===== config.mk =====
export PLATFORM = sky130hd
export DESIGN_NAME = fetch_unit
export DESIGN_NICKNAME = d
export VERILOG_FILES = /design/src/rtl/fetch_unit.sv
export SDC_FILE = /design/constraint.sdc
export NUM_CORES = 1
export LEC_CHECK = 0
export ABC_AREA = 0
export CAP_MARGIN = 30
export CORE_MARGIN = 2
export CORE_UTILIZATION = 49
export DETAILED_ROUTE_END_ITERATION = 7
export GPL_ROUTABILITY_DRIVEN = 1
export PLACE_DENSITY = 0.83
export SYNTH_ARGS = -nofsm -noshare
export SYNTH_HDL_FRONTEND = slang
export SYNTH_SLANG_ARGS = --single-unit

===== constraint.sdc =====
create_clock -name clock -period 5.3 [get_ports clock]
set_input_delay 1.06 -clock clock [delete_from_list [all_inputs] [get_ports clock]]
set_output_delay 1.06 -clock clock [all_outputs]
set_load 0.05 [all_outputs]

===== src/rtl/fetch_unit.sv =====
// Instruction fetch unit: PC register, in-flight address FIFO and a 2-entry
// {data, pc} instruction FIFO. Redirects flush the instruction FIFO and mark
// every still-outstanding request for drop so its response is discarded.
module fetch_unit #(
   parameter int               WIDTH        = 32,
   parameter logic [WIDTH-1:0] RESET_VECTOR = 'h0040_0000
) (
   input  logic             clock,
   input  logic             reset,
   output logic [WIDTH-1:0] pc_current,
   input  logic [WIDTH-1:0] pc_plus_4,
   input  logic             redirect_valid,
   input  logic [WIDTH-1:0] redirect_target,
   output logic             imem_req_valid,
   output logic [WIDTH-1:0] imem_req_addr,
   input  logic             imem_req_ready,
   input  logic             imem_resp_valid,
   input  logic [31:0]      imem_resp_data,
   output logic             inst_valid,
   output logic [31:0]      inst_data,
   output logic [WIDTH-1:0] inst_pc,
   input  logic             inst_ready
);

   logic [WIDTH-1:0] pc_q;
   logic             run_q;

   // in-flight address FIFO; its occupancy is the outstanding count
   logic [WIDTH-1:0] addr_q [2];
   logic             a_wr_q;
   logic             a_rd_q;
   logic [1:0]       out_cnt_q;
   logic [1:0]       drop_cnt_q;

   // instruction FIFO
   logic [31:0]      idata_q [2];
   logic [WIDTH-1:0] ipc_q   [2];
   logic             i_wr_q;
   logic             i_rd_q;
   logic [1:0]       i_cnt_q;

   logic [2:0]       occ_sum;
   logic             req_fire;
   logic             resp_any;
   logic             resp_drop;
   logic             resp_keep;
   logic             inst_pop;
   logic [1:0]       out_cnt_nxt;
   logic             tgt_lsb_unused;

   assign occ_sum        = {1'b0, out_cnt_q} + {1'b0, i_cnt_q};
   // run_q keeps requests off while reset is held and enables them one edge later
   assign imem_req_valid = run_q && (occ_sum < 3'd2);
   assign imem_req_addr  = pc_q;
   assign pc_current     = pc_q;

   assign req_fire  = imem_req_valid && imem_req_ready;
   // a response with nothing outstanding is a protocol error and is ignored
   assign resp_any  = imem_resp_valid && (out_cnt_q != 2'd0);
   assign resp_drop = resp_any && (redirect_valid || (drop_cnt_q != 2'd0));
   assign resp_keep = resp_any && !resp_drop;
   assign inst_pop  = inst_valid && inst_ready;

   assign out_cnt_nxt = out_cnt_q + {1'b0, req_fire} - {1'b0, resp_any};

   assign inst_valid = (i_cnt_q != 2'd0);
   // stale storage is masked so the outputs read zero whenever the FIFO is empty
   assign inst_data  = inst_valid ? idata_q[i_rd_q] : 32'd0;
   assign inst_pc    = inst_valid ? ipc_q[i_rd_q]   : '0;

   assign tgt_lsb_unused = ^redirect_target[1:0];

   // control state: PC, pointers, counters; redirect wins over normal updates
   always_ff @(posedge clock or posedge reset) begin
      if (reset) begin
         pc_q       <= RESET_VECTOR;
         run_q      <= 1'b0;
         a_wr_q     <= 1'b0;
         a_rd_q     <= 1'b0;
         out_cnt_q  <= 2'd0;
         drop_cnt_q <= 2'd0;
         i_wr_q     <= 1'b0;
         i_rd_q     <= 1'b0;
         i_cnt_q    <= 2'd0;
      end else begin
         run_q     <= 1'b1;
         out_cnt_q <= out_cnt_nxt;
         if (req_fire) a_wr_q <= ~a_wr_q;
         if (resp_any) a_rd_q <= ~a_rd_q;
         if (redirect_valid) begin
            pc_q       <= {redirect_target[WIDTH-1:2], 2'b00};
            drop_cnt_q <= out_cnt_nxt;
            i_wr_q     <= 1'b0;
            i_rd_q     <= 1'b0;
            i_cnt_q    <= 2'd0;
         end else begin
            if (req_fire)  pc_q       <= pc_plus_4;
            if (resp_drop) drop_cnt_q <= drop_cnt_q - 2'd1;
            if (resp_keep) i_wr_q     <= ~i_wr_q;
            if (inst_pop)  i_rd_q     <= ~i_rd_q;
            i_cnt_q <= i_cnt_q + {1'b0, resp_keep} - {1'b0, inst_pop};
         end
      end
   end

   // FIFO storage writes; contents are qualified by the counters above
   always_ff @(posedge clock) begin
      if (req_fire) addr_q[a_wr_q] <= pc_q;
      if (resp_keep) begin
         idata_q[i_wr_q] <= imem_resp_data;
         ipc_q[i_wr_q]   <= addr_q[a_rd_q];
      end
   end

endmodule

==> flow_summary.json, run 1 <==
{
  "placed_cell_area_mm2": 0.01177,
  "floorplan.die.height_um": 142.8,
  "wl_per_cell_um": 17.91,
  "antenna_found_initial": 0,
  "post_layout_nonfiller_instances": 1082,
  "worst-r2r-setup-slack_ns": 2.16,
  "floorplan.initialDensity": 0.5015,
  "crit_fanout": 35,
  "cts_num_sinks": 235,
  "postRouteAntennaNets": 0,
  "portBuffers": 229,
  "timing.critical_path.cells": "buf_4, mux2i_1, nor2_1, clkdlybuf4s50_1",
  "slew_headroom": 0.4800,
  "wire_length_of_the_first_global_routing_pass_mm": 29.93,
  "fmaxAchievable_ghz": 0.2551,
  "netlist_instances": 599,
  "count_of_buffers_added_by_post_cts_timing_repair_for_setup": 0,
  "final-hold-violation-count": 0,
  "synth.yosys.seq_area_share": 0.7247,
  "cellPowerDensity_mw_per_mm2": 510.3,
  "fin_nets": 912,
  "placed_cells_incl_taps": 1036,
  "cts_tree": "built",
  "place_congestion": 0.8342,
  "leakage_nw": 4.368,
  "die-width_um": 142.8,
  "mostFrequentLayoutCell": "sky130_fd_sc_hd__clkdlybuf4s50_1",
  "1st_iter_drt_viols": 237,
  "routed_wire_length_mm": 19.38,
  "antennaDiodeCount": 0,
  "avgSynthCellArea_um2": 15.76,
  "grtUsageTotal": 0.1894,
  "power_frac_comb": 0.345,
  "cell_internal_pwr_mw": 4.216,
  "worst-setup-path-type": "register to output pin",
  "cts_buffer_depth": 3,
  "post_route_cells_drive_above_1_share": 0.1095,
  "globalRoute.totalOverflow": 0,
  "postSynthNetCount": 707,
  "cts_made_buffers": 24,
  "layout_common_cells": "sky130_fd_sc_hd__clkdlybuf4s50_1, sky130_fd_sc_hd__edfxtp_1, sky130_fd_sc_hd__mux2i_1",
  "finalSetupViolations": 0,
  "end_kind": "output pin",
  "drc": 0,
  "critical_path.slowest_cell": "sky130_fd_sc_hd__dfrtp_4",
  "fin_crit_sh": 0.7395,
  "power.clock.fraction": 0.262,
  "setup.worst_path.start_class": "register",
  "p_sw_mw": 2.227,
  "worstSkewPairLatency_ns": 0.50,
  "cts_resized": 0,
  "num_vias": 5417,
  "report.final.slew_viol_count": 0,
  "filler_cell_count": 1275,
  "synth.yosys.warnings": 0,
  "seq_power_share": 0.393,
  "grt_start_max_net_pins": 73,
  "boundaryPins": 232,
  "cp_top_family": "buffers and inverters",
  "h-tree-depth": 1,
  "finalSetupTns_ns": 0,
  "worst-endpoint-required_ns": 4.24,
  "vdd_drop_max_mv": 0.2974,
  "hold_buffer_count_at_cts": 0,
  "stdcell_area_mm2": 0.01263,
  "power_switching_share": 0.3457,
  "synth-seq-cells": 235,
  "cap_viol_max_count": 0,
  "timing.clock.skew_ns": 0.007082,
  "worstPathArrival_ns": 2.86,
  "vias_per_cell": 5.006,
  "detailedPlacementHpwl_mm": 12.96,
  "clockRootBuffer": "sky130_fd_sc_hd__clkbuf_16",
  "syn-cell-area_mm2": 0.009443,
  "outcome": "completed",
  "slowest_delay_ns": 0.85,
  "first_global_vias": 5548,
  "grt_setup_unrepaired": "no",
  "yosys.cell_types.count": 30,
  "dr.pass1.iters": 4,
  "path_buf_inv": 2,
  "area_of_the_multi_input_gates_mm2": 0.002155,
  "core.rowCount": 50,
  "area.growth.synth_to_final_pct": 33.71,
  "placeableCoreArea_mm2": 0.01883,
  "worst_max_slew_pin_slew_ns": 0.7801,
  "die-area_mm2": 0.02040,
  "type_of_the_worst_min_delay_path": "register to register",
  "regArea_mm2": 0.006847,
  "worst_setup_hold_path_clk_slew_ns": 0.06,
  "final.min_clock_period_ns": 3.919
}
[sequential cells by signal, indices dropped and copies added (netlist names)]
signal	count
addr_q	64
idata_q	64
ipc_q	64
imem_req_addr	32
drop_cnt_q	2
i_cnt_q	2
out_cnt_q	2
a_rd_q	1
a_wr_q	1
i_rd_q	1
i_wr_q	1
run_q	1
[worst paths after layout]
check / startpoint / endpoint / cells after the start
max reg2reg: i_cnt_q[0] / drop_cnt_q[1] / 10
max in group asynchronous: reset / imem_req_addr[22] / 3
max: i_rd_q / inst_pc[21] / 4
min in group asynchronous: reset / imem_req_addr[16] / 2
min reg2reg: a_rd_q / a_rd_q / 1
min: a_rd_q / a_rd_q / 1
[kinds of logic after synthesis]
| logic type | Yosys count | share of synthesized area |
|---|---|---|
| buf+inv | 72 | 0.05035 |
| flops | 235 | 0.7247 |
| other cells | 1 | 0.0003971 |
| xor+xnor | 8 | 0.007420 |
| fa+ha+maj | 6 | 0.008745 |
| simple gates | 114 | 0.04863 |
| mux | 128 | 0.1399 |
| compound gates | 35 | 0.01988 |
[routing by layer]
layer | routed length, um | track usage
met1 | 7807 | 0.2341
met2 | 10130 | 0.3403
met3 | 1084 | 0.03555
met4 | 359 | 0.05524
met5 | 0 | 0
[synth_stat cells (all sizes together)]
cell | count | area share
edfxtp | 192 | 0.61
mux2i | 96 | 0.10
nor2 | 75 | 0.030
buf | 55 | 0.044
dfrtp | 42 | 0.11
mux2 | 32 | 0.038
o21ai | 32 | 0.017
nand2 | 30 | 0.012
inv | 10 | 0.0040
clkbuf | 7 | 0.0028
ha | 5 | 0.0066
xnor2 | 5 | 0.0046
xor2 | 3 | 0.0028
a221o | 2 | 0.0021
and2 | 2 | 0.0013
nor4 | 2 | 0.0013
and4bb | 1 | 0.0013
conb | 1 | 0.00040
dfstp | 1 | 0.0028
fa | 1 | 0.0021
nand2b | 1 | 0.00066
nand3b | 1 | 0.00080
nor2b | 1 | 0.00066
nor3b | 1 | 0.00080
o211ai | 1 | 0.00080
[final cells by class]
class,count,area share
inverter,10,0.002973
sequential,235,0.5423
clock buffer,37,0.05787
timing repair buffer,241,0.1938
clock inverter,7,0.006640
multi-input combinational,292,0.1706
tap,260,0.02577
[metrics by stage]
stage,utilization,total power [mW],hold slack (ns),setup WS (ns)
after floorplan,-,4.133,0.4555,0.5591
after global placement,0.6237,4.725,0.4935,1.706
after detailed placement,0.6251,4.796,0.5090,1.725
after CTS,0.6684,6.501,0.5206,1.313
after global routing,0.6705,6.703,0.5535,1.215
final,0.6705,6.443,0.5150,1.381
[power by group through the flow]
stage          logic [mW]  registers (mW)  clock network (mW)
5_1_grt              2.34            2.56                1.80
3_3_place_gp         2.17            2.56                   0
2_1_floorplan        1.50            2.63                   0
6_report             2.22            2.53                1.69
4_1_cts              2.24            2.54                1.73
3_5_place_dp         2.22            2.57                   0
Note: power is estimated with default switching activity, not from simulation.
==> inputs of run 2 (changes only) <==
==> constraint.sdc (replaced) <==
create_clock -name clock -period 3.71 [get_ports clock]
set_input_delay 0.742 -clock clock [delete_from_list [all_inputs] [get_ports clock]]
set_output_delay 0.742 -clock clock [all_outputs]
set_load 0.05 [all_outputs]
==> run 2 against run 1 <==
Die area did not move. Global-route usage fell by 0.51 points. Sequential share of layout area rose by 0.18 points. Clock-buffer cell count fell by 1. First-iteration DRC count fell by 3.0%. Power rose by 41%. Sequential power rose by 43%. Critical path depth did not move. Core utilization fell by 0.22 points. Setup slack got worse by 1.2 ns. Critical endpoint is now inst_pc[3].
==> flow_summary.json, run 2 (same netlist as run 1, synthesis figures left out) <==
{
  "filler_cell_count": 1290,
  "clockRootBuffer": "sky130_fd_sc_hd__clkbuf_16",
  "1st_iter_drt_viols": 230,
  "setup.worst_path.start_class": "register",
  "type_of_the_worst_min_delay_path": "register to register",
  "cts_num_sinks": 235,
  "detailedPlacementHpwl_mm": 12.60,
  "antenna_found_initial": 0,
  "globalRoute.totalOverflow": 0,
  "power.clock.fraction": 0.250,
  "worst-setup-path-type": "register to output pin",
  "fin_nets": 915,
  "count_of_buffers_added_by_post_cts_timing_repair_for_setup": 0,
  "cell_internal_pwr_mw": 5.908,
  "die-area_mm2": 0.02040,
  "p_sw_mw": 3.185,
  "cts_tree": "built",
  "wl_per_cell_um": 17.71,
  "leakage_nw": 4.350,
  "finalSetupViolations": 0,
  "stdcell_area_mm2": 0.01258,
  "postRouteAntennaNets": 0,
  "cellPowerDensity_mw_per_mm2": 722.5,
  "hold_buffer_count_at_cts": 0,
  "worst-r2r-setup-slack_ns": 0.92,
  "post_layout_nonfiller_instances": 1085,
  "wire_length_of_the_first_global_routing_pass_mm": 29.05,
  "cts_made_buffers": 24,
  "crit_fanout": 36,
  "drc": 0,
  "reg_top3": "addr_q (64), idata_q (64), ipc_q (64)",
  "worst-endpoint-required_ns": 2.97,
  "cp-startpoint": "i_rd_q",
  "layout_common_cells": "sky130_fd_sc_hd__clkdlybuf4s50_1, sky130_fd_sc_hd__edfxtp_1, sky130_fd_sc_hd__mux2i_1",
  "end_kind": "output pin",
  "critical_path.reg2reg.startpoint": "i_cnt_q[0]",
  "worst_max_slew_pin_slew_ns": 0.6730,
  "core.rowCount": 50,
  "die-width_um": 142.8,
  "grtUsageTotal": 0.1843,
  "floorplan.die.height_um": 142.8,
  "floorplan.initialDensity": 0.5015,
  "final-hold-violation-count": 0,
  "post_route_cells_drive_above_1_share": 0.1079,
  "placed_cell_area_mm2": 0.01177,
  "first_global_vias": 5416,
  "seq_power_share": 0.399,
  "slew_headroom": 0.5513,
  "mostFrequentLayoutCell": "sky130_fd_sc_hd__clkdlybuf4s50_1",
  "outcome": "completed",
  "dr.pass1.iters": 4,
  "final.min_clock_period_ns": 3.550,
  "routed_wire_length_mm": 19.22,
  "placeableCoreArea_mm2": 0.01883,
  "worstSkewPairLatency_ns": 0.51,
  "grt_setup_unrepaired": "no",
  "power_switching_share": 0.3503,
  "fin_crit_sh": 0.9568,
  "portBuffers": 229,
  "antennaDiodeCount": 0,
  "cts_resized": 0,
  "cap_viol_max_count": 0,
  "vias_per_cell": 4.991,
  "power_frac_comb": 0.352,
  "vdd_drop_max_mv": 0.3762,
  "boundaryPins": 232,
  "cts_buffer_depth": 3,
  "area.growth.synth_to_final_pct": 33.27,
  "timing.clock.skew_ns": 0.01684,
  "fmaxAchievable_ghz": 0.2817,
  "hold_path_start": "imem_req_addr[16]",
  "worst_setup_hold_path_clk_slew_ns": 0.06,
  "h-tree-depth": 1,
  "report.final.slew_viol_count": 0,
  "grt_start_max_net_pins": 73,
  "place_congestion": 0.8243,
  "worstPathArrival_ns": 2.81,
  "placed_cells_incl_taps": 1039,
  "num_vias": 5415
}
[run 2: cell types whose count changed in the layout (fill, tap and decap cells not counted), moves of 2 or more]
cell	previous run	this run
sky130_fd_sc_hd__buf_4	7	11
sky130_fd_sc_hd__clkbuf_8	6	2
sky130_fd_sc_hd__buf_12	4	2
sky130_fd_sc_hd__clkbuf_1	6	9
[run 2: worst paths after layout]
kind,depth (start not counted),end
max reg2reg,6,addr_q[1][11]
max,4,inst_pc[3]
min in group asynchronous,2,imem_req_addr[12]
max in group asynchronous,3,imem_req_addr[22]
min,0,addr_q[1][16]
min reg2reg,0,addr_q[1][16]
[run 2: per-layer routing]
metal / track usage / share of wire
met4: 0.06305 / 0.026
met1: 0.2300 / 0.39
met3: 0.03521 / 0.062
met5: 0 / 0
met2: 0.3239 / 0.52
[run 2: critical path, cell delays in order (launching register included)]
cell                              delay [ns]
sky130_fd_sc_hd__dfrtp_4                0.85
sky130_fd_sc_hd__buf_4                  0.33
sky130_fd_sc_hd__mux2i_1                0.09
sky130_fd_sc_hd__nor2_1                 0.14
sky130_fd_sc_hd__clkdlybuf4s50_1        0.86
[run 2: per-stage QoR]
step / setup WS [ns] / util / setup TNS (ns) / power [mW] / hold slack [ns]
after detailed placement: 0.6753 / 0.6252 / 0 / 6.859 / 0.5231
after global routing: 0.02800 / 0.6683 / 0 / 9.458 / 0.5479
after CTS: 0.09419 / 0.6654 / 0 / 9.142 / 0.5252
after floorplan: -0.7129 / - / -91.25 / 5.904 / 0.4555
after global placement: 0.6956 / 0.6252 / 0 / 6.775 / 0.5137
final: 0.1604 / 0.6683 / 0 / 9.093 / 0.5232
[run 2: cell type report]
type / count / area (um^2) / area share
Sequential cell: 235 / 6847 / 0.5440
Timing Repair Buffer: 244 / 2465 / 0.1959
Multi-Input combinational cell: 292 / 2155 / 0.1712
Clock buffer: 36 / 686.9 / 0.05458
Tap cell: 260 / 325.3 / 0.02585
Clock inverter: 8 / 68.82 / 0.005468
Inverter: 10 / 37.54 / 0.002983
[run 2: power groups by stage]
stage	Clock, mW	Combinational [mW]	Sequential, mW
finish	2.27	3.20	3.63
global route	2.42	3.37	3.67
floorplan	0	2.14	3.76
CTS	2.32	3.15	3.68
global placement	0	3.07	3.70
detailed placement	0	3.13	3.73
